File: src/rtl/bitwise_logic_pkg.sv
// rtl/bitwise_logic_pkg.sv - shared op codes and widths for the bitwise logic unit
package bitwise_logic_pkg;

    localparam int BLU_OP_W = 3;

    typedef enum logic [BLU_OP_W-1:0] {
        BLU_AND   = 3'd0,
        BLU_NAND  = 3'd1,
        BLU_OR    = 3'd2,
        BLU_NOR   = 3'd3,
        BLU_XOR   = 3'd4,
        BLU_XNOR  = 3'd5,
        BLU_NOT_A = 3'd6,
        BLU_PASS_B = 3'd7
    } blu_op_e;

endpackage

File: src/rtl/blu_op_core.sv
// rtl/blu_op_core.sv - combinational bitwise op decode with zero/ones/parity flags
module blu_op_core
    import bitwise_logic_pkg::*;
#(
    parameter int WIDTH = 16
) (
    input  logic [BLU_OP_W-1:0] op,
    input  logic [WIDTH-1:0]    a,
    input  logic [WIDTH-1:0]    b,
    output logic [WIDTH-1:0]    result,
    output logic                zero,
    output logic                ones,
    output logic                parity
);

    // Select the bitwise function; results never extend beyond WIDTH bits
    always_comb begin
        result = '0;
        case (blu_op_e'(op))
            BLU_AND:    result = a & b;
            BLU_NAND:   result = ~(a & b);
            BLU_OR:     result = a | b;
            BLU_NOR:    result = ~(a | b);
            BLU_XOR:    result = a ^ b;
            BLU_XNOR:   result = ~(a ^ b);
            BLU_NOT_A:  result = ~a;
            BLU_PASS_B: result = b;
            default:    result = '0;
        endcase
    end

    // Flags are derived from the same value so they travel with it through the registers
    always_comb begin
        zero   = (result == '0);
        ones   = &result;
        parity = ^result;
    end

endmodule

File: src/rtl/bitwise_logic_unit.sv
// rtl/bitwise_logic_unit.sv - registered bitwise unit with accumulator and skid-buffered output
module bitwise_logic_unit
    import bitwise_logic_pkg::*;
#(
    parameter int WIDTH  = 16,
    parameter bit ACC_EN = 1'b1
) (
    input  logic                clk,
    input  logic                rst_n,
    input  logic                in_valid,
    output logic                in_ready,
    input  logic [BLU_OP_W-1:0] op,
    input  logic [WIDTH-1:0]    a,
    input  logic [WIDTH-1:0]    b,
    input  logic                acc_sel,
    input  logic                acc_clr,
    output logic                out_valid,
    input  logic                out_ready,
    output logic [WIDTH-1:0]    result,
    output logic                zero,
    output logic                ones,
    output logic                parity
);

    logic [WIDTH-1:0] acc;
    logic [WIDTH-1:0] opnd_a;
    logic [WIDTH-1:0] core_result;
    logic             core_zero;
    logic             core_ones;
    logic             core_parity;

    // Output register (OR) and skid register (SK); flags packed as {zero, ones, parity}
    logic [WIDTH-1:0] or_data;
    logic [2:0]       or_flags;
    logic             or_valid;
    logic [WIDTH-1:0] sk_data;
    logic [2:0]       sk_flags;
    logic             sk_valid;
    logic             in_ready_q;

    logic accept;
    logic drain;
    logic load_or_new;
    logic load_sk_new;
    logic move_sk;
    logic or_valid_nxt;
    logic sk_valid_nxt;

    assign opnd_a = (ACC_EN && acc_sel) ? acc : a;

    blu_op_core #(.WIDTH(WIDTH)) u_core (
        .op     (op),
        .a      (opnd_a),
        .b      (b),
        .result (core_result),
        .zero   (core_zero),
        .ones   (core_ones),
        .parity (core_parity)
    );

    assign accept = in_valid && in_ready_q;
    assign drain  = or_valid && out_ready;

    // Decide where this cycle's result lands; accept only happens with SK empty
    always_comb begin
        load_or_new  = 1'b0;
        load_sk_new  = 1'b0;
        move_sk      = 1'b0;
        or_valid_nxt = or_valid;
        sk_valid_nxt = sk_valid;
        if (accept) begin
            if (!or_valid || out_ready) begin
                load_or_new  = 1'b1;
                or_valid_nxt = 1'b1;
            end else begin
                load_sk_new  = 1'b1;
                sk_valid_nxt = 1'b1;
            end
        end else if (drain) begin
            if (sk_valid) begin
                move_sk      = 1'b1;
                sk_valid_nxt = 1'b0;
            end else begin
                or_valid_nxt = 1'b0;
            end
        end
    end

    // Occupancy registers; in_ready is a registered copy of "SK will be empty"
    always_ff @(posedge clk or negedge rst_n) begin
        if (!rst_n) begin
            or_data    <= '0;
            or_flags   <= '0;
            or_valid   <= 1'b0;
            sk_data    <= '0;
            sk_flags   <= '0;
            sk_valid   <= 1'b0;
            in_ready_q <= 1'b0;
        end else begin
            or_valid   <= or_valid_nxt;
            sk_valid   <= sk_valid_nxt;
            in_ready_q <= !sk_valid_nxt;
            if (load_or_new) begin
                or_data  <= core_result;
                or_flags <= {core_zero, core_ones, core_parity};
            end else if (move_sk) begin
                or_data  <= sk_data;
                or_flags <= sk_flags;
            end
            if (load_sk_new) begin
                sk_data  <= core_result;
                sk_flags <= {core_zero, core_ones, core_parity};
            end
        end
    end

    generate
        if (ACC_EN) begin : g_acc
            // Accumulator follows every accepted result; a clear wins over the load
            always_ff @(posedge clk or negedge rst_n) begin
                if (!rst_n) begin
                    acc <= '0;
                end else if (acc_clr) begin
                    acc <= '0;
                end else if (accept) begin
                    acc <= core_result;
                end
            end
        end else begin : g_no_acc
            assign acc = '0;
        end
    endgenerate

    assign in_ready  = in_ready_q;
    assign out_valid = or_valid;
    assign result    = or_data;
    assign zero      = or_flags[2];
    assign ones      = or_flags[1];
    assign parity    = or_flags[0];

endmodule

File: config.mk
export PLATFORM = sky130hd
export DESIGN_NAME = bitwise_logic_unit
export DESIGN_NICKNAME = d
export VERILOG_FILES = /design/src/rtl/bitwise_logic_pkg.sv /design/src/rtl/blu_op_core.sv /design/src/rtl/bitwise_logic_unit.sv
export SDC_FILE = /design/constraint.sdc
export NUM_CORES = 1
export LEC_CHECK = 0
export BUFFER_PORTS_ARGS = -buffer_cell sky130_fd_sc_hd__buf_2
export CAP_MARGIN = 20
export CORE_ASPECT_RATIO = 1.4
export CORE_UTILIZATION = 40
export DETAILED_ROUTE_END_ITERATION = 12
export PLACE_DENSITY = 0.71
export SKIP_CTS_REPAIR_TIMING = 1
export SLEW_MARGIN = 5
export SYNTH_ARGS = -nofsm -noshare
export SYNTH_HDL_FRONTEND = slang
export SYNTH_SLANG_ARGS = --single-unit
File: constraint.sdc
create_clock -name clk -period 3.7 [get_ports clk]
set_clock_uncertainty 0.15 [all_clocks]
set_input_delay 0.74 -clock clk [delete_from_list [all_inputs] [get_ports clk]]
set_output_delay 0.74 -clock clk [all_outputs]
set_load 0.03 [all_outputs]
# Word-level counts from Yosys, hierarchy flattened
# Index checks and enable logic that the tools add are counted.
# totals
ff_bits	57
latch_bits	0
ramBits	0
rom_bits	0
inputBits	41
out_inout_bits	21
word_cells	59
memories	0
# classes
n_addsub	0
n_mul	0
n_div	0
order_cmp	0
n_eq_ne	9
shift	0
muxes	22
bitwise	7
reduce_logical	13
# ops
operator	count
$pmux W16 S8	1
$mux W16	5
$not A16 Y16	4
$and A16 B16 Y16	1
$logic_not A16 Y1	1
$or A16 B16 Y16	1
$reduce_and A16 Y1	1
$reduce_xor A16 Y1	1
$xor A16 B16 Y16	1
$mux W1	14
$eq A3 B3 Y1 const B	4
$eq A3 B2 Y1 const B	2
$mux W3	2
$reduce_bool A2 Y1	3
$ne A2 B1 Y1 const B	2
$eq A3 B1 Y1 const B	1
$logic_not A3 Y1	1
$reduce_and A3 Y1	1
$logic_and A1 B1 Y1	2
$logic_not A1 Y1	2
$logic_or A1 B1 Y1	1

# Depth between registers and ports, before layout
# Gate-level depths: netlist of the first run.
# depth
depth_word	6
ltp_mapped	14
mapped_depth_nobuf	13

# Hierarchy
# Synthesis of the first run repeated with hierarchy kept, for this count alone.
# hier_totals
cells_unflattened	532
area_unflattened_um2	4712.0
# by_module_without_submodules
module	n_inst	cells_each	area_per_inst_um2	seq_area_each_um2
bitwise_logic_unit	1	248	2645.0	1426.4
blu_op_core	1	284	2067.0	0.0

# Least setup slack after synthesis of the first run
# Ideal clock, no wire load.
# synth_path
path_kind	input -> register
start	input port acc_sel
end	register or_flags[0]
setup_time_ns	0.145
arrival_ns	3.017
required_time_ns	3.405
setup_slack_ns	0.388
path_stages	13
n_path_buf	2
path_cell_list	buf_4 > buf_6 > mux2i_1 > ha_1 > xor2_1 > o22ai_1 > a221o_1 > o21ai_1 > ha_1 > xnor2_1 > xnor2_1 > xnor2_1 > o21ai_0
# synth_via
elab_chain_cells	6
word_cells_on_any_way	11
classes_between	mux (3); bitwise (7); reduce/logical (1)
# synth_lines
item	line	rtl
from (decl)	bitwise_logic_unit.sv:15	input logic acc_sel,
$mux W16 *	bitwise_logic_unit.sv:49	assign opnd_a = (ACC_EN && acc_sel) ? acc : a;
$xor A16 B16 Y16, or another cell as far along	blu_op_core.sv:24, blu_op_core.sv:25	
$not A16 Y16, on equally long branches	blu_op_core.sv:25, blu_op_core.sv:21, blu_op_core.sv:23	
$pmux W16 S8 *	blu_op_core.sv:19	case (blu_op_e'(op))
$reduce_xor A16 Y1 *	blu_op_core.sv:36	parity = ^result;
$mux W3 *	bitwise_logic_unit.sv:103	if (load_or_new) begin
to (signal assigned)	bitwise_logic_unit.sv:105	or_flags <= {core_zero, core_ones, core_parity};
to (signal assigned)	bitwise_logic_unit.sv:108	or_flags <= sk_flags;
to (decl)	bitwise_logic_unit.sv:34	logic [2:0] or_flags;
# Every way passes the cells marked *; elsewhere a longest branch is shown, timed or not.
# A chain may end at the register's enable or synchronous reset.

# Worst setup path after layout of the first run
# Ends and elaborated chain as after synthesis.

==> results of run 1 <==
routing by layer:
layer	vias to the layer above	part of all wire (%)	global-route usage [%]	wire [um]
li1	1882	-	-	-
met1	1965	42	25.2	4900
met2	90	53	38.5	6190
met3	29	2.9	2.72	344
met4	0	2.8	10.9	328
met5	-	0	0	0
through the flow:
| stage | cells | setup WS, ns |
|---|---|---|
| finish | 703 | 0.389 |
| global route | 703 | 0.177 |
| CTS | 703 | 0.366 |
| detailed placement | 687 | 0.0579 |
| global placement | 687 | 0.212 |
| floorplan | 491 | 0.388 |
report_power, final:
group,leakage [uW],total (uW),switching [uW],internal (uW)
clock,0.000159,889,284,605
combinational,0.00168,1280,801,479
sequential,0.000722,979,130,849
sequential cells by signal, summed over array words and instances, names as in the netlist:
register   cells
acc           16
in_ready       1
or_flags       3
out_valid      1
result        16
sk_data       16
sk_flags       3
sk_valid       1
final cells by class:
cell class / count / area, um^2 / area share, %
multi-input cells: 351 / 2580 / 49.5
flip-flops and latches: 57 / 1430 / 27.3
repair buffers: 88 / 520 / 9.96
clock buffers: 11 / 243 / 4.65
inverters: 53 / 199 / 3.81
well taps: 138 / 173 / 3.30
clock inverters: 5 / 78.8 / 1.51
worst max path at each step:
stage | from | to | slack [ns] | cells after the start
final | acc_sel | or_flags[0]$_DFFE_PN0P_ | 0.39 | 15
after global placement | acc_sel | or_flags[0]$_DFFE_PN0P_ | 0.21 | 15
after floorplan | acc_sel | or_flags[0]$_DFFE_PN0P_ | 0.39 | 13
after CTS | acc_sel | or_flags[0]$_DFFE_PN0P_ | 0.37 | 15
after detailed placement | acc_sel | or_flags[0]$_DFFE_PN0P_ | 0.06 | 15
after global routing | acc_sel | or_flags[0]$_DFFE_PN0P_ | 0.18 | 15
cells by family (layout without fill, tap and decap cells):
group / Yosys count / in the layout / synth area share, %
compound gates: 156 / 156 / 24.2
buf+inv: 83 / 157 / 8.84
mux: 27 / 27 / 6.54
flops: 57 / 57 / 32.4
simple gates: 112 / 112 / 12.9
xor+xnor: 10 / 10 / 1.99
fa+ha+maj: 46 / 46 / 13.1
Yosys cell counts, types with 2 or more instances:
cell,instances
mux2i_1,19
or3_1,3
nor2b_1,10
a311oi_1,4
a22oi_1,13
o31ai_2,2
nand3_1,3
o211ai_1,5
or2_2,2
a221o_1,3
mux2_2,5
a211oi_1,10
o22ai_2,5
xnor2_1,9
inv_1,53
nor2_1,13
a221oi_1,5
buf_2,11
nand2b_1,9
buf_6,8
clkbuf_1,10
o2bb2ai_1,2
mux2_4,2
o22ai_1,11
nand2_1,45
ha_1,46
o21ai_0,26
o221ai_1,7
a31oi_4,2
dfrtp_1,57
nor3_1,5
nand3b_1,10
o21ai_1,21
nand4_1,3
a21oi_1,31
worst register-to-register path: stages, from the launching register on:
cell,delay (ns)
dfrtp_1,0.40
mux2_4,0.29
inv_1,0.07
ha_1,0.23
nor2b_1,0.13
a211oi_1,0.18
a211oi_1,0.10
or2_2,0.34
inv_1,0.07
ha_1,0.24
xnor2_1,0.21
xnor2_1,0.18
xnor2_1,0.16
o21ai_0,0.10
==> flow_summary.yaml, run 1 <==
route:
  routed_wl_um: 11800
  drtIter0Drc: 224
  dr.pass1.iters: 5
  drc: 0
  wire_per_inst_um: 16.7
  viasPerCell: 5.64
  vias: 3966
  ant_nets: 0
yosys:
  yosysTopAreaCell: "dfrtp_1"
  netlist_instances: 491
  synth-warning-count: 0
  avgSynthCellArea_um2: 8.96
  syn_nets: 578
  synth.top_cells.by_area: "dfrtp_1, ha_1, inv_1"
  synth_seq_cells: 57
  ys_async_sr_fraction_pct: 100
  synthDistinctLibCells: 56
  synth_edf_count: 0
  netlist_area_um2: 4400
  yosysSeqAreaShare_pct: 32.4
  synth_flop_cell: "dfrtp_1"
  synth_top_area_share_pct: 32.4
worst_setup_path:
  path_cells: "buf_2, buf_12, mux2_4, inv_1, ha_1, nor2b_1, a211oi_1, a211oi_1, or2_2, inv_1, ha_1, xnor2_1, xnor2_1, xnor2_1, o21ai_0"
  reg2reg_from: "acc[5]$_DFFE_PN0P_"
  required_ns: 3.72
  reg2reg_slack_ns: 0.71
  critical_path.slowest_cell: "or2_2"
  reg2reg_to: "or_flags[0]$_DFFE_PN0P_"
  crit_path_max_fanout: 16
  cp.arrival_ns: 3.33
  startpoint_type: "primary input"
  max_stage_delay_ns: 0.34
  cp_common_cell: "xnor2_1"
  crit_family: "XOR/XNOR gates"
  critPathBufInv: 4
  cp-end-kind: "register"
  criticalPathCategory: "in -> reg"
  ff2ff_path_depth: 13
sta:
  slew_headroom_pct: 47.4
  finalCriticalPeriod_ns: 3.31
  hold_viol_final: 0
  hold_ws_ns: 0.261
  tightest_slew_ns: 0.785
  timing.fmax_mhz: 302
  fin_tns_setup_ns: 0
  min_period_over_period_pct: 89.5
  setup_viol: 0
  maxSlewViolCount: 0
  rsz0062_at_grt: "no"
clock_network:
  htreeDepth: 3
  clock-root-buffer: "clkbuf_16"
  path_clk_slew_ns: 0.05
  clk_path_buf_depth: 2
  cts_buffers: 9
  clock_sinks: 57
  worstSkewPairLatency_ns: 0.33
  cts_tree: "built"
cells_and_area:
  nets: 647
  final_area_um2: 5230
  mostFrequentLayoutCells: "buf_2, dfrtp_1, inv_1, ha_1, nand2_1"
  mostFrequentLayoutCell: "buf_2"
  fillCellCount: 1019
  drive_above_1_share_pct: 22.5
  syn2layout_area_growth_pct: 18.7
  n_antenna_cell: 0
  final_util_pct: 49.7
placement:
  io_buffers: 61
  placed_area_um2: 4900
  hpwl_um: 9030
  gp_congestion: 0.883
die:
  ioPinCount: 62
  initial_core_util_pct: 41.8
  die_h_um: 126
  die-area_um2: 11400
  die_w_um: 90.6
  core_um2: 10500
  rows: 44
power_and_ir_drop:
  ir_worst_vdd_uv: 298
  total_power_uw: 3150
  power_density_nw_per_um2: 603
  p_leak_uw: 0.00256
grt:
  gr-total-overflow: 0
  grt_max_degree: 33
  grt_first_pass_wirelength_um: 19700
  antenna_found_initial: 0
  grt_pass1_vias: 4036
  track_usage_pct: 21.6
status:
  status: "completed"
run:
  cap_violations: 0
hold_path:
  hold_path_class: "in -> async"
Power figures use the tool's default switching activity.
==> run 2: changes to the inputs <==
--- a/config.mk
+++ b/config.mk
@@ -10,6 +10,7 @@
 export CORE_ASPECT_RATIO = 1.4
 export CORE_UTILIZATION = 40
 export DETAILED_ROUTE_END_ITERATION = 12
+export GPL_TIMING_DRIVEN = 0
 export PLACE_DENSITY = 0.71
 export SKIP_CTS_REPAIR_TIMING = 1
 export SLEW_MARGIN = 5
==> flow_summary.yaml, run 2 (synthesized netlist as in run 1, its figures left out) <==
route:
  ant_nets: 0
  dr.pass1.iters: 5
  drc: 0
  wire_per_inst_um: 17.0
  vias: 3990
  viasPerCell: 5.68
  routed_wl_um: 11900
  drtIter0Drc: 209
die:
  ioPinCount: 62
  die-area_um2: 11400
  die_w_um: 90.6
  initial_core_util_pct: 41.8
  rows: 44
  die_h_um: 126
  core_um2: 10500
grt:
  top_usage_layer: "met2"
  grt_max_degree: 39
  gr-usage-met2_pct: 40.1
  gr-total-overflow: 0
  grt_first_pass_wirelength_um: 19600
  met3_usage_pct: 3.44
  grtUsageMet1_pct: 22.9
  antenna_found_initial: 0
  track_usage_pct: 21.7
  grt_pass1_vias: 4013
clock_network:
  clk_path_buf_depth: 2
  clock_sinks: 57
  worstSkewPairLatency_ns: 0.33
  path_clk_slew_ns: 0.05
  cts_buffers: 9
  cts_tree: "built"
  clock-root-buffer: "clkbuf_16"
  htreeDepth: 3
worst_setup_path:
  cp.arrival_ns: 3.51
  criticalPathCategory: "in -> reg"
  cp-end-kind: "register"
  crit_path_max_fanout: 10
  required_ns: 3.72
  startpoint_type: "primary input"
cells_and_area:
  syn2layout_area_growth_pct: 17.3
  n_antenna_cell: 0
  mostFrequentLayoutCells: "buf_2, dfrtp_1, inv_1, ha_1, nand2_1"
  final_util_pct: 49.1
  mostFrequentLayoutCell: "buf_2"
  fillCellCount: 1006
  fin_cells: 702
  nets: 647
  drive_above_1_share_pct: 20.7
sta:
  min_period_over_period_pct: 94.5
  timing.fmax_mhz: 286
  tightest_slew_ns: 0.759
  hold_viol_final: 0
  rsz0062_at_grt: "no"
  setup_viol: 0
  finalCriticalPeriod_ns: 3.49
  slew_headroom_pct: 49.0
  maxSlewViolCount: 0
run:
  cap_violations: 0
placement:
  dp.cells: 687
  io_buffers: 57
  hpwl_um: 9480
  gp_congestion: 0.887
power_and_ir_drop:
  p_leak_uw: 0.00252
  ir_worst_vdd_uv: 306
  power_density_nw_per_um2: 579
hold_path:
  hold_path_class: "in -> async"
status:
  status: "completed"
-- run 2: cell count changes in the layout (fill, tap and decap cells not counted) --
cell | previous run | this run
buf_4 | 26 | 1
clkbuf_1 | 1 | 10
buf_6 | 0 | 8
buf_2 | 61 | 68
bufinv_16 | 2 | 0
clkbuf_8 | 1 | 3
clkinv_2 | 2 | 3
clkinv_4 | 1 | 0
-- run 2: path summary, 6_finish.rpt --
path	start	end	slack [ns]	cells past startpoint
min in group clk	sk_data[3]$_DFFE_PN0P_	sk_data[3]$_DFFE_PN0P_	0.33	2
setup reg to reg	acc[15]$_DFFE_PN0P_	or_flags[0]$_DFFE_PN0P_	0.65	11
setup / recovery	acc_sel	or_flags[0]$_DFFE_PN0P_	0.21	13
max in group asynchronous	rst_n	result[12]$_DFFE_PN0P_	2.64	2
hold / removal	rst_n	acc[14]$_DFFE_PN0P_	0.21	1
hold reg to reg	sk_data[3]$_DFFE_PN0P_	sk_data[3]$_DFFE_PN0P_	0.33	2
-- run 2: stage by stage --
stage | setup TNS, ns | power (uW) | area, um^2 | hold WS [ns] | setup slack, ns
after detailed placement | -0.217 | 2230 | 4880 | 0.320 | -0.133
after global placement | -0.131 | 2180 | 4860 | 0.310 | -0.0772
after floorplan | 0 | 1870 | 4400 | 0.294 | 0.388
after global routing | 0 | 3190 | 5160 | 0.241 | 0.00607
after CTS | 0 | 3010 | 5160 | 0.215 | 0.220
final | 0 | 2990 | 5160 | 0.209 | 0.205
-- run 2: metal layers --
layer | vias up | wire length, um
li1 | 1882 | -
met1 | 1945 | 4520
met2 | 123 | 6310
met3 | 40 | 559
met4 | 0 | 526
met5 | - | 0
-- run 2: layout make-up --
| class | instances | area, um^2 | share of cell area, % |
|---|---|---|---|
| Inverter | 53 | 199 | 3.86 |
| Clock buffer | 12 | 267 | 5.16 |
| Clock inverter | 3 | 15.0 | 0.291 |
| Timing Repair Buffer | 58 | 305 | 5.92 |
| Sequential cell | 57 | 1430 | 27.6 |
| Buffer | 30 | 190 | 3.69 |
| Multi-Input combinational cell | 351 | 2580 | 50.1 |
| Tap cell | 138 | 173 | 3.35 |
-- run 2: power by group --
| part | internal [uW] | switching, uW | total, uW |
|---|---|---|---|
| registers | 850 | 125 | 975 |
| logic | 456 | 797 | 1250 |
| clock network | 498 | 263 | 761 |
| total | 1800 | 1180 | 2990 |
-- run 2: worst max-delay path, stage by stage --
cell and delay [ns]:
buf_4 0.16, buf_6 0.19, mux2i_1 0.37, ha_1 0.23, xor2_1 0.15, o22ai_1 0.09, a221o_1 0.35, o21ai_1 0.25
ha_1 0.34, xnor2_1 0.21, xnor2_1 0.16, xnor2_1 0.16, o21ai_0 0.11
==> run 3: changes to the inputs <==
==> constraint.sdc (replaced) <==
create_clock -name clk -period 3.7 [get_ports clk]
set_clock_uncertainty 0.15 [all_clocks]
set_input_delay 0 -clock clk [delete_from_list [all_inputs] [get_ports clk]]
set_output_delay 0 -clock clk [all_outputs]
set_load 0.03 [all_outputs]
==> flow_summary.yaml, run 3 (synthesized netlist as in run 1, its figures left out) <==
grt:
  grt_pass1_vias: 4013
  gr-total-overflow: 0
  gr-usage-met2_pct: 40.1
  track_usage_pct: 21.7
  top_usage_layer: "met2"
  antenna_found_initial: 0
  met3_usage_pct: 3.44
  grt_max_degree: 39
  grtUsageMet1_pct: 22.9
  grt_first_pass_wirelength_um: 19600
die:
  core_um2: 10500
  die-area_um2: 11400
  ioPinCount: 62
  rows: 44
  die_h_um: 126
  initial_core_util_pct: 41.8
  die_w_um: 90.6
placement:
  dp.cells: 687
  gp_congestion: 0.887
  io_buffers: 57
  hpwl_um: 9480
  pre_cts_ws_ns: 0.607
route:
  vias: 4000
  drtIter0Drc: 237
  ant_nets: 0
  drc: 0
  viasPerCell: 5.67
  wire_per_inst_um: 17.0
  dr.pass1.iters: 5
  routed_wl_um: 12000
hold_path:
  hold_path_class: "in -> async"
cells_and_area:
  nets: 650
  drive_above_1_share_pct: 20.6
  mostFrequentLayoutCell: "buf_2"
  fillCellCount: 1003
  fin_cells: 705
  syn2layout_area_growth_pct: 17.9
  ff_latch_area_um2: 1430
  mostFrequentLayoutCells: "buf_2, dfrtp_1, inv_1, ha_1, nand2_1"
  multi_input_area_um2: 2580
  n_antenna_cell: 0
clock_network:
  clock_sinks: 57
  path_clk_slew_ns: 0.05
  htreeDepth: 3
  clock-root-buffer: "clkbuf_16"
  cts_tree: "built"
  cts_buffers: 9
  worstSkewPairLatency_ns: 0.33
  clk_path_buf_depth: 2
worst_setup_path:
  crit_path_max_fanout: 5
  reg2reg_from: "acc[15]$_DFFE_PN0P_"
  critical_path.slowest_cell: "dfrtp_1"
  criticalPathCategory: "reg -> reg"
  cp-end-kind: "register"
  cp.arrival_ns: 3.11
  cp_common_cell: "xnor2_1"
  reg2reg_slack_ns: 0.61
  critPathBufInv: 0
  path_cells: "mux2i_1, ha_1, xnor2_1, a221oi_1, a221o_1, o21ai_1, ha_1, xnor2_1, xnor2_1, xnor2_1, o21ai_0"
  required_ns: 3.72
  crit_family: "compound AO/OA/AOI/OAI gates"
  startpoint_type: "register"
  reg2reg_to: "or_flags[0]$_DFFE_PN0P_"
  max_stage_delay_ns: 0.38
  ff2ff_path_depth: 11
sta:
  setup_viol: 0
  timing.fmax_mhz: 324
  hold_viol_final: 0
  finalCriticalPeriod_ns: 3.09
  slew_headroom_pct: 49.7
  rsz0062_at_grt: "no"
  tightest_slew_ns: 0.750
  maxSlewViolCount: 0
  fin_tns_setup_ns: 0
  min_period_over_period_pct: 83.4
  final.setup.worst_slack_ns: 0.613
power_and_ir_drop:
  pwr-share-seq_pct: 32.6
  power_density_nw_per_um2: 577
  clockPowerShare_pct: 25.5
  ir_worst_vdd_uv: 307
  p_switching_uw: 1190
  total_power_uw: 2990
  combinationalPowerShare_pct: 41.9
  p_leak_uw: 0.00253
  intPower_uw: 1810
  switching_share_pct: 39.7
status:
  status: "completed"
run:
  cap_violations: 0
[run 3: cell types whose count changed in the layout (fill, tap and decap cells not counted)]
cell,change
dlygate4sd3_1,+3
[run 3: how the worst max path moves through the flow]
stage	from	to	slack [ns]	cells past startpoint
2_1_floorplan	acc[5]$_DFFE_PN0P_	or_flags[0]$_DFFE_PN0P_	1.02	13
3_3_place_gp	acc_sel	or_flags[0]$_DFFE_PN0P_	0.66	13
3_5_place_dp	acc_sel	or_flags[0]$_DFFE_PN0P_	0.61	13
4_1_cts	acc[15]$_DFFE_PN0P_	or_flags[0]$_DFFE_PN0P_	0.65	11
5_1_grt	acc[15]$_DFFE_PN0P_	or_flags[0]$_DFFE_PN0P_	0.45	11
6_report	acc[15]$_DFFE_PN0P_	or_flags[0]$_DFFE_PN0P_	0.61	11
[run 3: stage by stage]
step / hold slack (ns) / area (um^2) / utilization [%]
2_1_floorplan: -0.446 / 4400 / -
3_3_place_gp: 0.165 / 4860 / 46.2
3_5_place_dp: -0.171 / 4880 / 46.4
4_1_cts: -0.525 / 5160 / 49.1
5_1_grt: 0.0580 / 5190 / 49.4
6_report: 0.0112 / 5190 / 49.4
[run 3: layout make-up]
class / instances / share of cell area, %
Buffer: 30 / 3.66
Clock buffer: 12 / 5.14
Clock inverter: 3 / 0.289
Inverter: 53 / 3.83
Multi-Input combinational cell: 351 / 49.8
Sequential cell: 57 / 27.5
Tap cell: 138 / 3.33
Timing Repair Buffer: 61 / 6.46
[run 3: per-layer routing]
layer	up-vias	share of wire (%)
li1	1889	-
met1	1940	38
met2	134	53
met3	37	4.8
met4	0	4.2
met5	-	0
[run 3: power by group through the flow]
stage	clock network, uW	logic (uW)	registers [uW]
floorplan	0	710	1160
global route	795	1390	1000
finish	763	1250	975
global placement	0	1210	972
detailed placement	0	1250	983
CTS	775	1260	975
[run 3: worst register-to-register path: cells and delay by family (launching register included)]
family | cells | cell delay [ns]
flip-flops | 1 | 0.38
multiplexers | 1 | 0.32
XOR/XNOR | 4 | 0.67
adder cells (fa/ha/maj) | 2 | 0.66
AO/OA/AOI/OAI | 4 | 0.75
